--- src/rtl/glm_domain_layer_pipe.sv ---
// -----------------------------------------------------------------------------
// glm_domain_layer_pipe
//
// Pipelined layer of GLM first-order domain cells for the masked PRINCE S-box
// datapath. Each of NIB nibble lanes evaluates the xxxy domain function. A
// register stage sits before (S1) and after (S2) the nonlinear logic so that
// the logic only ever sees settled flop outputs (glitch barrier) and there is
// no combinational path from in_data to out_data.
//
// Parameters
//   NIB    number of nibble lanes, legal 1..64 (16 = full 64-bit state)
//   CNT_W  width of the saturating transfer counter
//
// Ports
//   clk       rising-edge clock for all state
//   rst_n     synchronous active-low reset (wins over flush)
//   flush     synchronous drop of all in-flight words
//   in_valid  / in_ready   input handshake
//   in_data   [4*NIB-1:0]  lane i = {y, x2, x1, x0} at bits [4i+3:4i]
//   lane_en   [NIB-1:0]    per-lane enable, sampled together with in_data
//   out_valid / out_ready  output handshake
//   out_data  [8*NIB-1:0]  lane i = {t3,t2,t1,t0,s3,s2,s1,s0} at [8i+7:8i]
//   xfer_cnt  [CNT_W-1:0]  completed output handshakes, saturating
//
// Handshake semantics (both ports): a word moves exactly on a cycle where
// valid and ready are both 1 at the rising edge. A producer holding valid
// keeps its data stable until the transfer; out_data is held stable while
// out_valid=1 and out_ready=0. in_ready may depend combinationally on
// out_ready, never on in_valid.
// -----------------------------------------------------------------------------
module glm_domain_layer_pipe #(
  parameter int NIB   = 16,
  parameter int CNT_W = 16
) (
  input  logic               clk,
  input  logic               rst_n,
  input  logic               flush,
  input  logic               in_valid,
  output logic               in_ready,
  input  logic [4*NIB-1:0]   in_data,
  input  logic [NIB-1:0]     lane_en,
  output logic               out_valid,
  input  logic               out_ready,
  output logic [8*NIB-1:0]   out_data,
  output logic [CNT_W-1:0]   xfer_cnt
);

  // xxxy domain function of one lane: n = {y, x2, x1, x0}.
  function automatic logic [7:0] domain_f(input logic [3:0] n);
    logic x0, x1, x2, y;
    logic s0, s1, s2, s3, t0, t1, t2, t3;
    x0 = n[0];
    x1 = n[1];
    x2 = n[2];
    y  = n[3];
    s0 = (x0 & x1 & x2) ^ (x1 & x2) ^ (x0 & x1) ^ y;
    s1 = (x0 & x1 & x2) ^ (x1 & x2 & y) ^ (x0 & x2) ^ ~(x1 & x2);
    s2 = (x0 & x1 & y) ^ (x1 & x2 & y) ^ (x0 & y) ^ (x1 & y);
    s3 = ~(x0 & x1) ^ (x0 & y) ^ (x0 & x1 & x2) ^ (x0 & x1 & y)
       ^ (x0 & x2 & y);
    t0 = (x0 & x1 & y) ^ (x0 & x2 & y) ^ (x1 & x2) ^ (x0 & x1);
    t1 = (x0 & x1 & x2) ^ (x0 & x2) ^ ~(x1 & x2);
    t2 = (x0 & x1 & x2) ^ (x0 & x1 & y) ^ (x0 & x2) ^ (x1 & x2) ^ x0;
    t3 = ~x1 ^ (x0 & x1) ^ (x1 & x2) ^ (x0 & y) ^ (x1 & y)
       ^ (x0 & x1 & x2) ^ (x0 & x2 & y) ^ (x1 & x2 & y);
    return {t3, t2, t1, t0, s3, s2, s1, s0};
  endfunction

  localparam logic [CNT_W-1:0] CNT_MAX = {CNT_W{1'b1}};

  // Stage 1: masked input nibbles, lane enables, valid.
  logic [4*NIB-1:0] s1_data;
  logic [NIB-1:0]   s1_en;
  logic             s1_valid;

  // Stage 2: domain outputs, valid.
  logic [8*NIB-1:0] s2_data;
  logic             s2_valid;

  logic             s2_adv;
  logic             in_fire;
  logic             out_fire;
  logic [4*NIB-1:0] in_masked;
  logic [8*NIB-1:0] s2_next;

  assign s2_adv   = s1_valid & (~s2_valid | out_ready);
  assign in_ready = ~s1_valid | s2_adv;
  assign in_fire  = in_valid & in_ready;
  assign out_fire = s2_valid & out_ready;

  assign out_valid = s2_valid;
  assign out_data  = s2_data;

  // Disabled lanes enter S1 as zero so no secret share lingers in the flops.
  always_comb begin
    in_masked = '0;
    for (int i = 0; i < NIB; i++) begin
      in_masked[4*i +: 4] = lane_en[i] ? in_data[4*i +: 4] : 4'h0;
    end
  end

  // Domain logic is fed from S1 flops only. A disabled lane is forced to
  // 8'h00 rather than f(0), which would otherwise be 8'hAA.
  always_comb begin
    s2_next = '0;
    for (int i = 0; i < NIB; i++) begin
      s2_next[8*i +: 8] = s1_en[i] ? domain_f(s1_data[4*i +: 4]) : 8'h00;
    end
  end

  always_ff @(posedge clk) begin
    if (!rst_n) begin
      s1_data  <= '0;
      s1_en    <= '0;
      s1_valid <= 1'b0;
      s2_data  <= '0;
      s2_valid <= 1'b0;
      xfer_cnt <= '0;
    end else begin
      // An output handshake in a flush cycle still completes and counts.
      if (out_fire && (xfer_cnt != CNT_MAX)) begin
        xfer_cnt <= xfer_cnt + CNT_W'(1);
      end

      if (flush) begin
        s1_valid <= 1'b0;
        s2_valid <= 1'b0;
      end else begin
        if (s2_adv) begin
          s2_data  <= s2_next;
          s2_valid <= 1'b1;
        end else if (out_fire) begin
          s2_valid <= 1'b0;
        end

        if (in_fire) begin
          s1_data  <= in_masked;
          s1_en    <= lane_en;
          s1_valid <= 1'b1;
        end else if (s2_adv) begin
          s1_valid <= 1'b0;
        end
      end
    end
  end

endmodule
--- config.mk ---
export PLATFORM = sky130hd
export DESIGN_NAME = glm_domain_layer_pipe
export DESIGN_NICKNAME = d
export VERILOG_FILES = /design/src/rtl/glm_domain_layer_pipe.sv
export SDC_FILE = /design/constraint.sdc
export NUM_CORES = 1
export LEC_CHECK = 0
export CORE_MARGIN = 2
export CORE_UTILIZATION = 50
export DETAILED_ROUTE_END_ITERATION = 7
export HOLD_SLACK_MARGIN = 0.08
export PLACE_DENSITY = 0.79
export SETUP_SLACK_MARGIN = 0.5
export SYNTH_ARGS = -nofsm -noshare
export SYNTH_HDL_FRONTEND = slang
export SYNTH_SLANG_ARGS = --single-unit
--- constraint.sdc ---
create_clock -name clk -period 3.1 [get_ports clk]
set_clock_uncertainty 0.1 [all_clocks]
set_input_delay 0.62 -clock clk [delete_from_list [all_inputs] [get_ports clk]]
set_output_delay 0.62 -clock clk [all_outputs]
set_load 0.1 [all_outputs]
==> run_results.csv <==
group,metric,value,unit
sta,finalCritPeriodShare,74.73,%
global_routing,grt_pass1_wl,44850,microns
power,power.share.clock,46.0,%
setup_path,timing_worst_setup_path_type,"in2out",
sta,report.final.hold_viol_count,0,
place,dp_hpwl,18390,microns
clocking,insertion_delay,0.51,ns
cells_and_area,number_of_antenna_repair_diodes,0,
clocking,cts_root_buf,"sky130_fd_sc_hd__clkbuf_16",
logic_synthesis,ys_async_sr_fraction,0,%
floorplan,die_h,149.9,microns
clocking,cts.repair_timing.setup_buffer_count,0,
setup_path,cp-end-kind,"output port",
logic_synthesis,post-synth-top-area-fraction,42.50,%
power,net-switching-power,0.001501,W
global_routing,grt_use_met2,39.18,%
power,power_density_cells,482.6,nW/um^2
cells_and_area,layout_overhead_on_the_synthesized_area,25.40,%
logic_synthesis,synth_cells,1414,
place,numPortBuffers,230,
place,place.detailed.instances,1778,
clocking,tritoncts,"built",
drt,vias,10190,
power,power_frac_comb,6.9,%
setup_path,crit_path_cell_chain,"clkdlybuf4s50_1 -> nand3b_1 -> buf_12",
sta,unrepaired_setup_endpoints_after_global_routing,"false",
sta,final_period_minus_worst_setup_slack,2.316,ns
floorplan,io-pin-count,231,
logic_synthesis,synth.ff_latch_count,226,
clocking,cts-root-to-sink-buffers,3,
cells_and_area,final_core_utilization,63.71,%
floorplan,die_w,149.9,microns
clocking,holdBufCountCts,0,
cells_and_area,post_layout_nonfiller_instances,1821,
drt,drtIter0Drc,632,
global_routing,groute.layer.met1.usage,32.93,%
sta,timing_max_transition_violations_final,0,
power,seqPwrFrac,47.1,%
global_routing,grt_pass1_vias,9066,
clocking,resized_after_cts,0,
cells_and_area,design_area,13350,sq um
drt,wire_per_inst,15.26,microns
sta,finalSetupTns,0,ns
logic_synthesis,netlist_area,10650,sq um
logic_synthesis,synth.cells.most_frequent,"sky130_fd_sc_hd__nand2_1, sky130_fd_sc_hd__dfxtp_1, sky130_fd_sc_hd__nand3_1",
floorplan,design.core.area,20960,sq um
clocking,cts-buffers-inserted,25,
drt,wl,27800,microns
power,power_switching_share,23.30,%
global_routing,pin_count_of_the_biggest_net_entering_global_routing,86,
cells_and_area,ratio_of_cells_with_drive_above_1_in_the_final_layout,13.91,%
global_routing,antenna_found_initial,1,
logic_synthesis,syn-mean-instance-area,7.529,sq um
drt,detail_route.vias_per_cell,5.595,
floorplan,initial_core_util,50.81,%
power,vdd_ir_drop_max,354.7,uV
run_status,status,"completed",
logic_synthesis,leading_post_synthesis_cells_by_cell_area,"sky130_fd_sc_hd__dfxtp_1, sky130_fd_sc_hd__nand3_1, sky130_fd_sc_hd__a21oi_1",
place,detailed_place.area,12520,sq um
setup_path,path_max_fanout,5,
sta,rel_slew_slack,37.84,%
place,finalWeightedCongestion,0.8098,
hold_path,hp_class,"reg2reg",
sta,worst_margin_slew,0.9248,ns
logic_synthesis,syn_nets,1500,
drt,drc_violations_left,0,
logic_synthesis,yosysMostFrequentCell,"sky130_fd_sc_hd__nand2_1",
power,power.static_leakage,4.929,nW
setup_path,crit_required,2.38,ns
drt,final_antenna_net_count,0,
drt,detailedRoute.firstPassIterationCount,5,
global_routing,global_route.overflow_total,0,
setup_path,worstRegToRegCells,4,
logic_synthesis,synth-edff-count,0,
setup_path,worst_path_largest_cell_delay,0.46,ns
setup_path,critPathArrivalTime,1.60,ns
logic_synthesis,synth.distinct_cells,54,
power,power.internal,0.004942,W
clocking,cts_max_level,1,
sta,achievable-frequency,431.7,MHz
clocking,clock_edge_transition_at_the_registers_on_the_reported_setup_and_hold_paths,0.06,ns
job,max_cap_viols,0,
power,post-layout-total-power,0.006443,W
clocking,clkSinkCount,226,
floorplan,design.die.area,22480,sq um
logic_synthesis,yosysSeqAreaShare,42.50,%
logic_synthesis,synth_flop_cell,"sky130_fd_sc_hd__dfxtp_1",
logic_synthesis,synth_area_leader_cell,"sky130_fd_sc_hd__dfxtp_1",
global_routing,met3_usage,3.689,%
cells_and_area,final_nets,1616,
sta,setup_violations,0,
logic_synthesis,yosys_warnings,0,
global_routing,gr-usage-all-layers,23.93,%
floorplan,rows,53,
setup_path,critPathSlowestCell,"sky130_fd_sc_hd__clkdlybuf4s50_1",
global_routing,grt_busiest_layer,"met2",
hold_path,hold_path_depth,2,
setup_path,crit_path_start_kind,"input port",
-- flip-flops by register name, indices dropped and copies added, names as in the netlist --
| signal | flops |
|---|---|
| out_data | 128 |
| s1_data | 64 |
| s1_en | 16 |
| xfer_cnt | 16 |
| out_valid | 1 |
| s1_valid | 1 |
-- stage by stage --
step	hold WS, ns	setup WS [ns]
floorplan	0.3220	0.4837
global route	0.3639	0.7257
finish	0.3497	0.7835
CTS	0.3553	0.7761
detailed placement	0.3446	0.4702
global placement	0.3395	0.5456
-- kinds of logic after synthesis --
logic type      synth area share [%]
flops                          42.50
compound gates                 19.18
fa+ha+maj                      1.528
xor+xnor                       1.399
buf+inv                        6.511
simple gates                   28.79
mux                          0.09402
-- worst paths after layout --
kind	from	end	slack (ns)
max	out_ready	in_ready	0.78
min	out_data[17]	out_data[17]	0.35
min reg2reg	out_data[17]	out_data[17]	0.35
max reg2reg	xfer_cnt[13]	xfer_cnt[5]	0.93
-- placed cells by master (no fill, tap or decap), types with 2 or more instances in the layout --
master / instances
sky130_fd_sc_hd__nand2_1: 232
sky130_fd_sc_hd__dfxtp_1: 225
sky130_fd_sc_hd__nand3_1: 198
sky130_fd_sc_hd__a21oi_1: 194
sky130_fd_sc_hd__buf_4: 152
sky130_fd_sc_hd__o21ai_0: 83
sky130_fd_sc_hd__clkdlybuf4s50_1: 83
sky130_fd_sc_hd__nor2_1: 44
sky130_fd_sc_hd__nand2b_1: 37
sky130_fd_sc_hd__nor2b_1: 31
sky130_fd_sc_hd__clkbuf_16: 25
sky130_fd_sc_hd__nor3b_1: 22
sky130_fd_sc_hd__inv_1: 18
sky130_fd_sc_hd__or3_1: 18
sky130_fd_sc_hd__and3_1: 16
sky130_fd_sc_hd__a21o_1: 15
sky130_fd_sc_hd__maj3_1: 15
sky130_fd_sc_hd__a41o_1: 15
sky130_fd_sc_hd__xnor2_1: 15
sky130_fd_sc_hd__a32o_1: 15
sky130_fd_sc_hd__o21ai_1: 8
sky130_fd_sc_hd__buf_12: 8
sky130_fd_sc_hd__clkbuf_8: 7
sky130_fd_sc_hd__a22oi_1: 6
sky130_fd_sc_hd__clkinv_2: 6
sky130_fd_sc_hd__nand4_1: 5
sky130_fd_sc_hd__o31ai_1: 4
sky130_fd_sc_hd__or4_1: 4
sky130_fd_sc_hd__nand3b_1: 4
sky130_fd_sc_hd__and3_2: 2
sky130_fd_sc_hd__nor4_1: 2
sky130_fd_sc_hd__or3_2: 2
sky130_fd_sc_hd__a31oi_1: 2
sky130_fd_sc_hd__xor2_1: 2
sky130_fd_sc_hd__a2bb2oi_1: 2
sky130_fd_sc_hd__clkbuf_1: 2
sky130_fd_sc_hd__bufinv_16: 2
-- cell type report --
class                      count  area (sq um)
clock buffer                  34         729.5
clock inverter                 9         98.84
fill                        1864          7605
inverter                      19         73.82
multi-input combinational   1015          5444
sequential                   226          4528
tap                          275         344.1
timing repair buffer         243          2132
-- metal layers --
layer  up-vias  routed length [microns]
li1       5122                        -
met1      4718                    12560
met2       300                    12850
met3        47                     1690
met4         2                      685
met5         -                       11
-- critical path, delay by kind of cell --
| kind | cells | cell delay [ns] |
|---|---|---|
| AND/OR/NAND/NOR | 1 | 0.29 |
| buffers and inverters | 2 | 0.69 |
-- power by group through the flow --
stage	Combinational [W]	Clock [W]	Sequential (W)
floorplan	0.000278	0	0.00306
global placement	0.000439	0	0.00309
detailed placement	0.000443	0	0.00309
CTS	0.000445	0.00302	0.00303
global route	0.000484	0.00316	0.00304
finish	0.000444	0.00297	0.00303
Note: power is estimated with default switching activity, not from simulation.
